File: src/rtl/fetch_queue_pkg.sv
// fetch_queue_pkg
//   Shared constants for the IF -> ID fetch queue.
//   - FS_TO_DS_BUS_WD : width of the IF output packet
//   - FQ_DEPTH        : default queue depth (power of two, >= 2)
//   - FS_*_LSB / FS_*_BIT : field offsets inside the packet
//       bd[70] ex[69] excode[68:64] inst[63:32] pc[31:0]
package fetch_queue_pkg;

    localparam int FS_TO_DS_BUS_WD = 71;
    localparam int FQ_DEPTH        = 4;

    localparam int FS_PC_LSB       = 0;
    localparam int FS_INST_LSB     = 32;
    localparam int FS_EXCODE_LSB   = 64;
    localparam int FS_EX_BIT       = 69;
    localparam int FS_BD_BIT       = 70;

endpackage

File: src/rtl/fetch_queue_regfile.sv
// fq_regfile
//   DEPTH x BUS_WD register array with one synchronous write port and one
//   asynchronous (combinational) read port. Every entry is cleared to zero
//   by the asynchronous reset.
//   Ports:
//     clk      - clock
//     reset    - asynchronous active-high reset
//     we       - write enable
//     wr_addr  - write index
//     wr_data  - write data
//     rd_addr  - read index
//     rd_data  - read data (combinational)
import fetch_queue_pkg::*;

module fq_regfile #(
    parameter int BUS_WD = FS_TO_DS_BUS_WD,
    parameter int DEPTH  = FQ_DEPTH,
    parameter int PTR_WD = $clog2(DEPTH)
) (
    input  logic              clk,
    input  logic              reset,
    input  logic              we,
    input  logic [PTR_WD-1:0] wr_addr,
    input  logic [BUS_WD-1:0] wr_data,
    input  logic [PTR_WD-1:0] rd_addr,
    output logic [BUS_WD-1:0] rd_data
);

    logic [BUS_WD-1:0] mem_reg [DEPTH];

    // One register per entry so each has its own decoded write enable.
    generate
        for (genvar gi = 0; gi < DEPTH; gi++) begin : g_entry
            always_ff @(posedge clk or posedge reset) begin
                if (reset) begin
                    mem_reg[gi] <= '0;
                end else if (we && (wr_addr == PTR_WD'(gi))) begin
                    mem_reg[gi] <= wr_data;
                end
            end
        end
    endgenerate

    assign rd_data = mem_reg[rd_addr];

endmodule

File: src/rtl/fetch_queue.sv
// fetch_queue
//   In-order instruction queue between IF and ID. Decouples instruction
//   SRAM latency from decode stalls. Packets are stored and forwarded
//   unmodified; flush (writeback exception/eret) discards everything queued.
//   Ports:
//     clk            - clock, rising edge
//     reset          - asynchronous active-high reset
//     fs_to_ds_valid - IF presents a packet
//     fs_to_ds_bus   - IF packet
//     fq_allowin     - queue accepts a packet this cycle (to IF)
//     ds_allowin     - ID accepts the head packet this cycle
//     fq_to_ds_valid - head packet valid
//     fq_to_ds_bus   - head packet (combinational read)
//     flush          - ws_ex | ws_eret
//     fq_count       - occupancy 0..DEPTH
import fetch_queue_pkg::*;

module fetch_queue #(
    parameter int BUS_WD = FS_TO_DS_BUS_WD,
    parameter int DEPTH  = FQ_DEPTH,
    parameter int PTR_WD = $clog2(DEPTH)
) (
    input  logic              clk,
    input  logic              reset,
    input  logic              fs_to_ds_valid,
    input  logic [BUS_WD-1:0] fs_to_ds_bus,
    output logic              fq_allowin,
    input  logic              ds_allowin,
    output logic              fq_to_ds_valid,
    output logic [BUS_WD-1:0] fq_to_ds_bus,
    input  logic              flush,
    output logic [PTR_WD:0]   fq_count
);

    // Pointers carry one extra wrap bit so full and empty are distinguishable.
    logic [PTR_WD:0] wr_ptr_reg, wr_ptr_next;
    logic [PTR_WD:0] rd_ptr_reg, rd_ptr_next;
    logic            empty;
    logic            full;
    logic            push;
    logic            pop;

    assign empty = (wr_ptr_reg == rd_ptr_reg);
    assign full  = (wr_ptr_reg[PTR_WD-1:0] == rd_ptr_reg[PTR_WD-1:0]) &&
                   (wr_ptr_reg[PTR_WD] != rd_ptr_reg[PTR_WD]);

    // Acceptance depends only on stored state and flush, never on ds_allowin,
    // so a full queue refuses a packet even in a cycle it pops. Held low while
    // reset is asserted so IF does not hand over a packet that would be lost.
    assign fq_allowin     = !full && !flush && !reset;
    assign fq_to_ds_valid = !empty && !flush;

    assign push = fs_to_ds_valid && fq_allowin;
    assign pop  = fq_to_ds_valid && ds_allowin;

    assign fq_count = wr_ptr_reg - rd_ptr_reg;

    always_comb begin
        wr_ptr_next = wr_ptr_reg;
        rd_ptr_next = rd_ptr_reg;
        if (flush) begin
            wr_ptr_next = '0;
            rd_ptr_next = '0;
        end else begin
            if (push) begin
                wr_ptr_next = wr_ptr_reg + 1'b1;
            end
            if (pop) begin
                rd_ptr_next = rd_ptr_reg + 1'b1;
            end
        end
    end

    always_ff @(posedge clk or posedge reset) begin
        if (reset) begin
            wr_ptr_reg <= '0;
            rd_ptr_reg <= '0;
        end else begin
            wr_ptr_reg <= wr_ptr_next;
            rd_ptr_reg <= rd_ptr_next;
        end
    end

    // Storage is not cleared on flush; the pointers alone define contents.
    fq_regfile #(
        .BUS_WD (BUS_WD),
        .DEPTH  (DEPTH),
        .PTR_WD (PTR_WD)
    ) u_regfile (
        .clk     (clk),
        .reset   (reset),
        .we      (push),
        .wr_addr (wr_ptr_reg[PTR_WD-1:0]),
        .wr_data (fs_to_ds_bus),
        .rd_addr (rd_ptr_reg[PTR_WD-1:0]),
        .rd_data (fq_to_ds_bus)
    );

endmodule

File: config.mk
export PLATFORM = sky130hd
export DESIGN_NAME = fetch_queue
export DESIGN_NICKNAME = d
export VERILOG_FILES = /design/src/rtl/fetch_queue_pkg.sv /design/src/rtl/fetch_queue_regfile.sv /design/src/rtl/fetch_queue.sv
export SDC_FILE = /design/constraint.sdc
export NUM_CORES = 1
export LEC_CHECK = 0
export CORE_MARGIN = 10
export CORE_UTILIZATION = 45
export CTS_BUF_LIST = sky130_fd_sc_hd__clkbuf_16
export CTS_CLUSTER_DIAMETER = 40
export DETAILED_ROUTE_END_ITERATION = 10
export PLACE_DENSITY = 0.77
export RECOVER_POWER = 50
export SKIP_CTS_REPAIR_TIMING = 1
export SYNTH_ARGS = -nofsm -noshare
export SYNTH_HDL_FRONTEND = slang
export SYNTH_HIERARCHICAL = 1
export SYNTH_SLANG_ARGS = --single-unit
File: constraint.sdc
create_clock -name clk -period 10.5 [get_ports clk]
set_clock_uncertainty 0.15 [all_clocks]
set_input_delay 2.1 -clock clk [delete_from_list [all_inputs] [get_ports clk]]
set_output_delay 2.1 -clock clk [all_outputs]
set_load 0.01 [all_outputs]
==> results of run 1 <==
==> final timing paths <==
| path | start | end | slack (ns) | cells past startpoint |
|---|---|---|---|---|
| max | reset | u_regfile/mem_reg[246] | 3.79 | 2 |
| min | u_regfile/mem_reg[278] | u_regfile/mem_reg[278] | 0.33 | 1 |
| max reg2reg | rd_ptr_reg[1] | u_regfile/mem_reg[23] | 6.09 | 8 |
| min reg2reg | u_regfile/mem_reg[278] | u_regfile/mem_reg[278] | 0.33 | 1 |
| max in group clk | flush | fq_allowin | 4.53 | 4 |
| min in group asynchronous | reset | wr_ptr_reg[2] | 1.85 | 2 |
==> final cells by class <==
| class | instances | area (um^2) |
|---|---|---|
| timing repair buffer | 161 | 1600 |
| inverter | 9 | 35.0 |
| tap | 378 | 473 |
| sequential | 290 | 7260 |
| clock buffer | 43 | 1080 |
| fill | 2189 | 12000 |
| multi-input combinational | 391 | 5130 |
| clock inverter | 35 | 418 |
==> power groups by stage <==
| stage | registers (mW) | logic, mW | clock network, mW |
|---|---|---|---|
| 3_3_place_gp | 1.52 | 0.942 | 0 |
| 5_1_grt | 1.54 | 1.01 | 1.56 |
| 3_5_place_dp | 1.53 | 0.960 | 0 |
| 6_report | 1.51 | 0.943 | 1.47 |
| 4_1_cts | 1.51 | 0.965 | 1.51 |
| 2_1_floorplan | 1.47 | 0.601 | 0 |
==> per-stage QoR <==
step	total power [mW]	area [um^2]
detailed placement	2.49	14500
global placement	2.46	14500
floorplan	2.07	12800
finish	3.93	16000
CTS	3.99	16000
global route	4.12	16000
==> kinds of logic (layout without fill, tap and decap cells) <==
kind of cell               after synthesis  in the layout  synth area share, %
AOI/OAI and AO/OA                        8              8                0.575
xor gates and xnor gates                 2              2                0.195
adders and majority gates                5              5                0.545
buffers and inverters                   57            248                 3.53
DFF                                    290            290                 56.5
muxes                                  360            360                 37.9
and+or+nand+nor                         16             16                0.760
==> layout by cell type, fill, tap and decap left out, types with 8 or more instances in the layout <==
| cell | instances |
|---|---|
| inv_6 | 9 |
| mux2_1 | 15 |
| clkdlybuf4s50_1 | 149 |
| clkbuf_16 | 43 |
| mux4_2 | 71 |
| dfrtp_1 | 288 |
| inv_1 | 11 |
| mux2_2 | 265 |
| bufinv_16 | 8 |
| buf_4 | 8 |
==> metal layers <==
metal / wire [um] / vias up / share of wire [%] / track usage [%]
li1: - / 3094 / - / -
met1: 11700 / 3746 / 44 / 19.5
met2: 13000 / 132 / 49 / 24.8
met3: 1360 / 42 / 5.1 / 3.20
met4: 482 / 0 / 1.8 / 4.18
met5: 0 / - / 0 / 0
==> metrics.cfg, run 1 <==
[yosys]
async_reset_ff_share_pct = 100
synth_area_leaders = dfrtp_1 56%, mux2_2 23%, mux4_2 12%
synth_cells = 738
synth.largest_area_cell = dfrtp_1
synth_ff_type = dfrtp_1
synth_enable_flop_cells = 0
synth_most_common_cell = dfrtp_1
ys_seq_elements = 290
yosys-top-cells-count = 290 x dfrtp_1, 265 x mux2_2, 71 x mux4_2, 22 x buf_6, 17 x buf_4
yosys_warnings = 6
synth_area_per_cell_um2 = 17.4
ys_types = 31
synth.top_cell.area_share_pct = 56.5
synthesis.area_um2 = 12800
syn_nets = 819
synth_seq_area_share_pct = 56.5

[power]
clkPwrFrac_pct = 37.5
p_int_mw = 2.94
combPwrFrac_pct = 24.0
leakage_nw = 7.13
switchingPower_mw = 0.991
swShare_pct = 25.2
seqPwrFrac_pct = 38.5
p_per_area_nw_per_um2 = 246
vdd_ir_drop_max_v = 0.000175

[final_layout]
nets = 977
area_delta_synth_final_pct = 24.5
utilization_pct = 57.1
diodes = 0
final_cells = 1307
largest_register_ffs = 284
drive_gt1_share_pct = 45.9

[worst_hold_path]
hold_class = reg2reg

[timing]
fin_crit_sh_pct = 63.9
final-hold-violation-count = 0
timing.slew.headroom_pct = -296
setup_tns_ns = 0
fmax_ghz = 0.149
fin_crit_ns = 6.71
worst_slew_pin_slew_ns = 5.91
hold_slack_ns = 0.334
rsz0062_at_grt = false
slew_violations = 161
setup_ws_ns = 3.79
setup_viol_count_final = 0

[die]
die_area_um2 = 35700
start_util_pct = 45.9
die_w_um = 189
ios = 152
rows = 61
fp.coreArea_um2 = 28000
die_h_um = 189

[clock_network]
cts_buffer_depth = 3
clock-sinks = 290
cts.root.buffer_cell = clkbuf_16
cts-htree-levels = 2
clkTransAtPathRegs_ns = 0.05
cts-buffers-inserted = 43
clk_latency_ns = 0.52
cts_tree = built

[critical_path]
cp.arrival_ns = 6.09
crit_type = in2async
path_buf_inv = 2
crit_fanout = 135
worstPathRequired_ns = 9.88
crit_slowest_cell = clkinvlp_2
path_cells = dlygate4sd3_1 -> clkinvlp_2
cpPeakStageDelay_ns = 3.25
start_kind = primary input
end_kind = async pin
cp_top_family = buffers and inverters

[detailed_routing]
viasPerCell = 5.37
first_pass_iters = 4
drt_iter0_drc = 354
wl_um = 26600
vias = 7014
drt-wirelength-per-cell_um = 20.3
ant_nets = 0
drc_errors = 0

[placement]
post-place-cells = 1229
dpl.hpwl_um = 16000
gp_congestion = 0.717
pre_cts_ws_ns = 4.53
port_buffers = 151

[global_routing]
grt_first_pass_wirelength_um = 43600
grt_max_degree = 151
grtUsageTotal_pct = 15.0
first_global_vias = 7952
antenna_found_initial = 0
gr-total-overflow = 0

[status]
status = finished, violations left
violations = capacitance limit, slew limit

[job]
max_cap_violations = 2

Power figures use the tool's default switching activity.
==> inputs of run 2 (changes only) <==
--- a/config.mk
+++ b/config.mk
@@ -10,7 +10,7 @@
 export CTS_BUF_LIST = sky130_fd_sc_hd__clkbuf_16
 export CTS_CLUSTER_DIAMETER = 40
 export DETAILED_ROUTE_END_ITERATION = 10
-export PLACE_DENSITY = 0.77
+export PLACE_DENSITY = 0.74
 export RECOVER_POWER = 50
 export SKIP_CTS_REPAIR_TIMING = 1
 export SYNTH_ARGS = -nofsm -noshare
==> constraint.sdc (replaced) <==
create_clock -name clk -period 6.55 [get_ports clk]
set_clock_uncertainty 0.15 [all_clocks]
set_input_delay 1.31 -clock clk [delete_from_list [all_inputs] [get_ports clk]]
set_output_delay 1.31 -clock clk [all_outputs]
set_load 0.01 [all_outputs]
==> run 2 against run 1 <==
The run still ends with capacitance limit, slew limit left. Sequential share of layout area up 0.20 points. Utilization down 0.25 points. Combinational power up 59%. Total power up 56%. Clock power up 49%. Non-clock buffer count up 4. First-iteration DRC count down 6.2%. Flip-flop and latch count unchanged. Critical path type unchanged. Critical endpoint is now u_regfile/mem_reg[198]. Largest power group unchanged.
==> metrics.cfg, run 2 (same netlist as run 1, synthesis figures left out) <==
[status]
status = finished, violations left
violations = capacitance limit, slew limit

[timing]
timing.slew.headroom_pct = -119
rsz0062_at_grt = false
worst_slew_pin_slew_ns = 3.29
fmax_ghz = 0.212
fin_crit_ns = 4.71
setup_tns_ns = 0
final-hold-violation-count = 0
fin_crit_sh_pct = 71.9
setup_viol_count_final = 0
slew_violations = 169
setup_ws_ns = 1.84

[final_layout]
nets = 981
layout_common_cells = 288 x dfrtp_1, 265 x mux2_2, 149 x clkdlybuf4s50_1
diodes = 0
drive_gt1_share_pct = 45.5
area_delta_synth_final_pct = 23.9
fillers = 2245
final_cells = 1310
utilization_pct = 56.9
mostFrequentLayoutCell = dfrtp_1
largest_register_ffs = 284

[global_routing]
grt_max_degree = 149
grt_first_pass_wirelength_um = 43000
grtUsageTotal_pct = 14.8
antenna_found_initial = 1
gr-total-overflow = 0
first_global_vias = 7833

[detailed_routing]
drc_errors = 0
ant_nets = 0
wl_um = 26100
drt_iter0_drc = 332
drt-wirelength-per-cell_um = 20.0
viasPerCell = 5.29
vias = 6925
first_pass_iters = 4

[clock_network]
cts_buffer_depth = 3
cts-htree-levels = 2
cts-buffers-inserted = 43
clock-sinks = 290
clk_latency_ns = 0.52
cts_tree = built
clkTransAtPathRegs_ns = 0.05
cts.root.buffer_cell = clkbuf_16

[placement]
post-place-cells = 1233
dpl.hpwl_um = 16100
pre_cts_ws_ns = 2.20
port_buffers = 151
gp_congestion = 0.685

[die]
die_w_um = 189
ios = 152
rows = 61
die_area_um2 = 35700
start_util_pct = 45.9
fp.coreArea_um2 = 28000
die_h_um = 189

[power]
seqPwrFrac_pct = 39.7
clkPwrFrac_pct = 35.8
p_int_mw = 4.56
switchingPower_mw = 1.56
leakage_nw = 7.10
combPwrFrac_pct = 24.5
swShare_pct = 25.4
p_per_area_nw_per_um2 = 384
vdd_ir_drop_max_v = 0.000211

[critical_path]
rr_endpoint = u_regfile/mem_reg[168]
start_kind = primary input
end_kind = async pin
ff2ff_path_depth = 7
reg2reg_from = rd_ptr_reg[0]
reg2reg_slack_ns = 2.21
worstPathRequired_ns = 6.28
crit_fanout = 136
cp.arrival_ns = 4.44
crit_type = in2async

[job]
max_cap_violations = 2

[worst_hold_path]
holdPathStages = 1
worstHoldEndpoint = u_regfile/mem_reg[276]
min_from = u_regfile/mem_reg[276]
hold_class = reg2reg

run 2: worst max-delay path by stage:
stage,start,endpoint,depth (start not counted)
2_1_floorplan,reset,u_regfile/mem_reg[0],1
4_1_cts,rd_ptr_reg[0],fq_to_ds_bus[58],3
5_1_grt,reset,u_regfile/mem_reg[37],3
6_report,reset,u_regfile/mem_reg[198],3
3_5_place_dp,flush,fq_allowin,4
3_3_place_gp,flush,fq_allowin,4
run 2: metrics by stage:
| stage | total power, mW | cell area (um^2) | hold WS [ns] |
|---|---|---|---|
| CTS | 6.22 | 16000 | 0.337 |
| detailed placement | 3.99 | 14600 | 0.325 |
| global placement | 3.95 | 14600 | 0.313 |
| finish | 6.12 | 15900 | 0.331 |
| floorplan | 3.32 | 12900 | 0.303 |
| global route | 6.43 | 15900 | 0.352 |
run 2: layout make-up:
type / instances / area, um^2 / share of cell area, %
flip-flops and latches: 290 / 7260 / 45.6
repair buffers: 165 / 1620 / 10.2
well taps: 378 / 473 / 2.97
clock buffers: 44 / 1100 / 6.91
clock inverters: 33 / 297 / 1.86
multi-input cells: 391 / 5130 / 32.2
inverters: 9 / 35.0 / 0.220
run 2: critical path: stages:
cell           delay (ns)
dlygate4sd3_1        0.58
clkinvlp_2           0.14
clkbuf_2             2.26
run 2: per-layer routing:
metal	routed length (um)	vias to the layer above	GRT usage, %
met2	12800	133	24.7
met4	516	2	4.46
li1	-	3090	-
met1	11500	3658	18.8
met5	11	-	0
met3	1320	42	3.51
run 2: power groups by stage:
stage / Sequential, mW / Combinational (mW) / Clock, mW
after floorplan: 2.35 / 0.964 / 0
after global placement: 2.44 / 1.51 / 0
after detailed placement: 2.46 / 1.53 / 0
after CTS: 2.43 / 1.54 / 2.25
after global routing: 2.48 / 1.61 / 2.33
final: 2.43 / 1.50 / 2.19
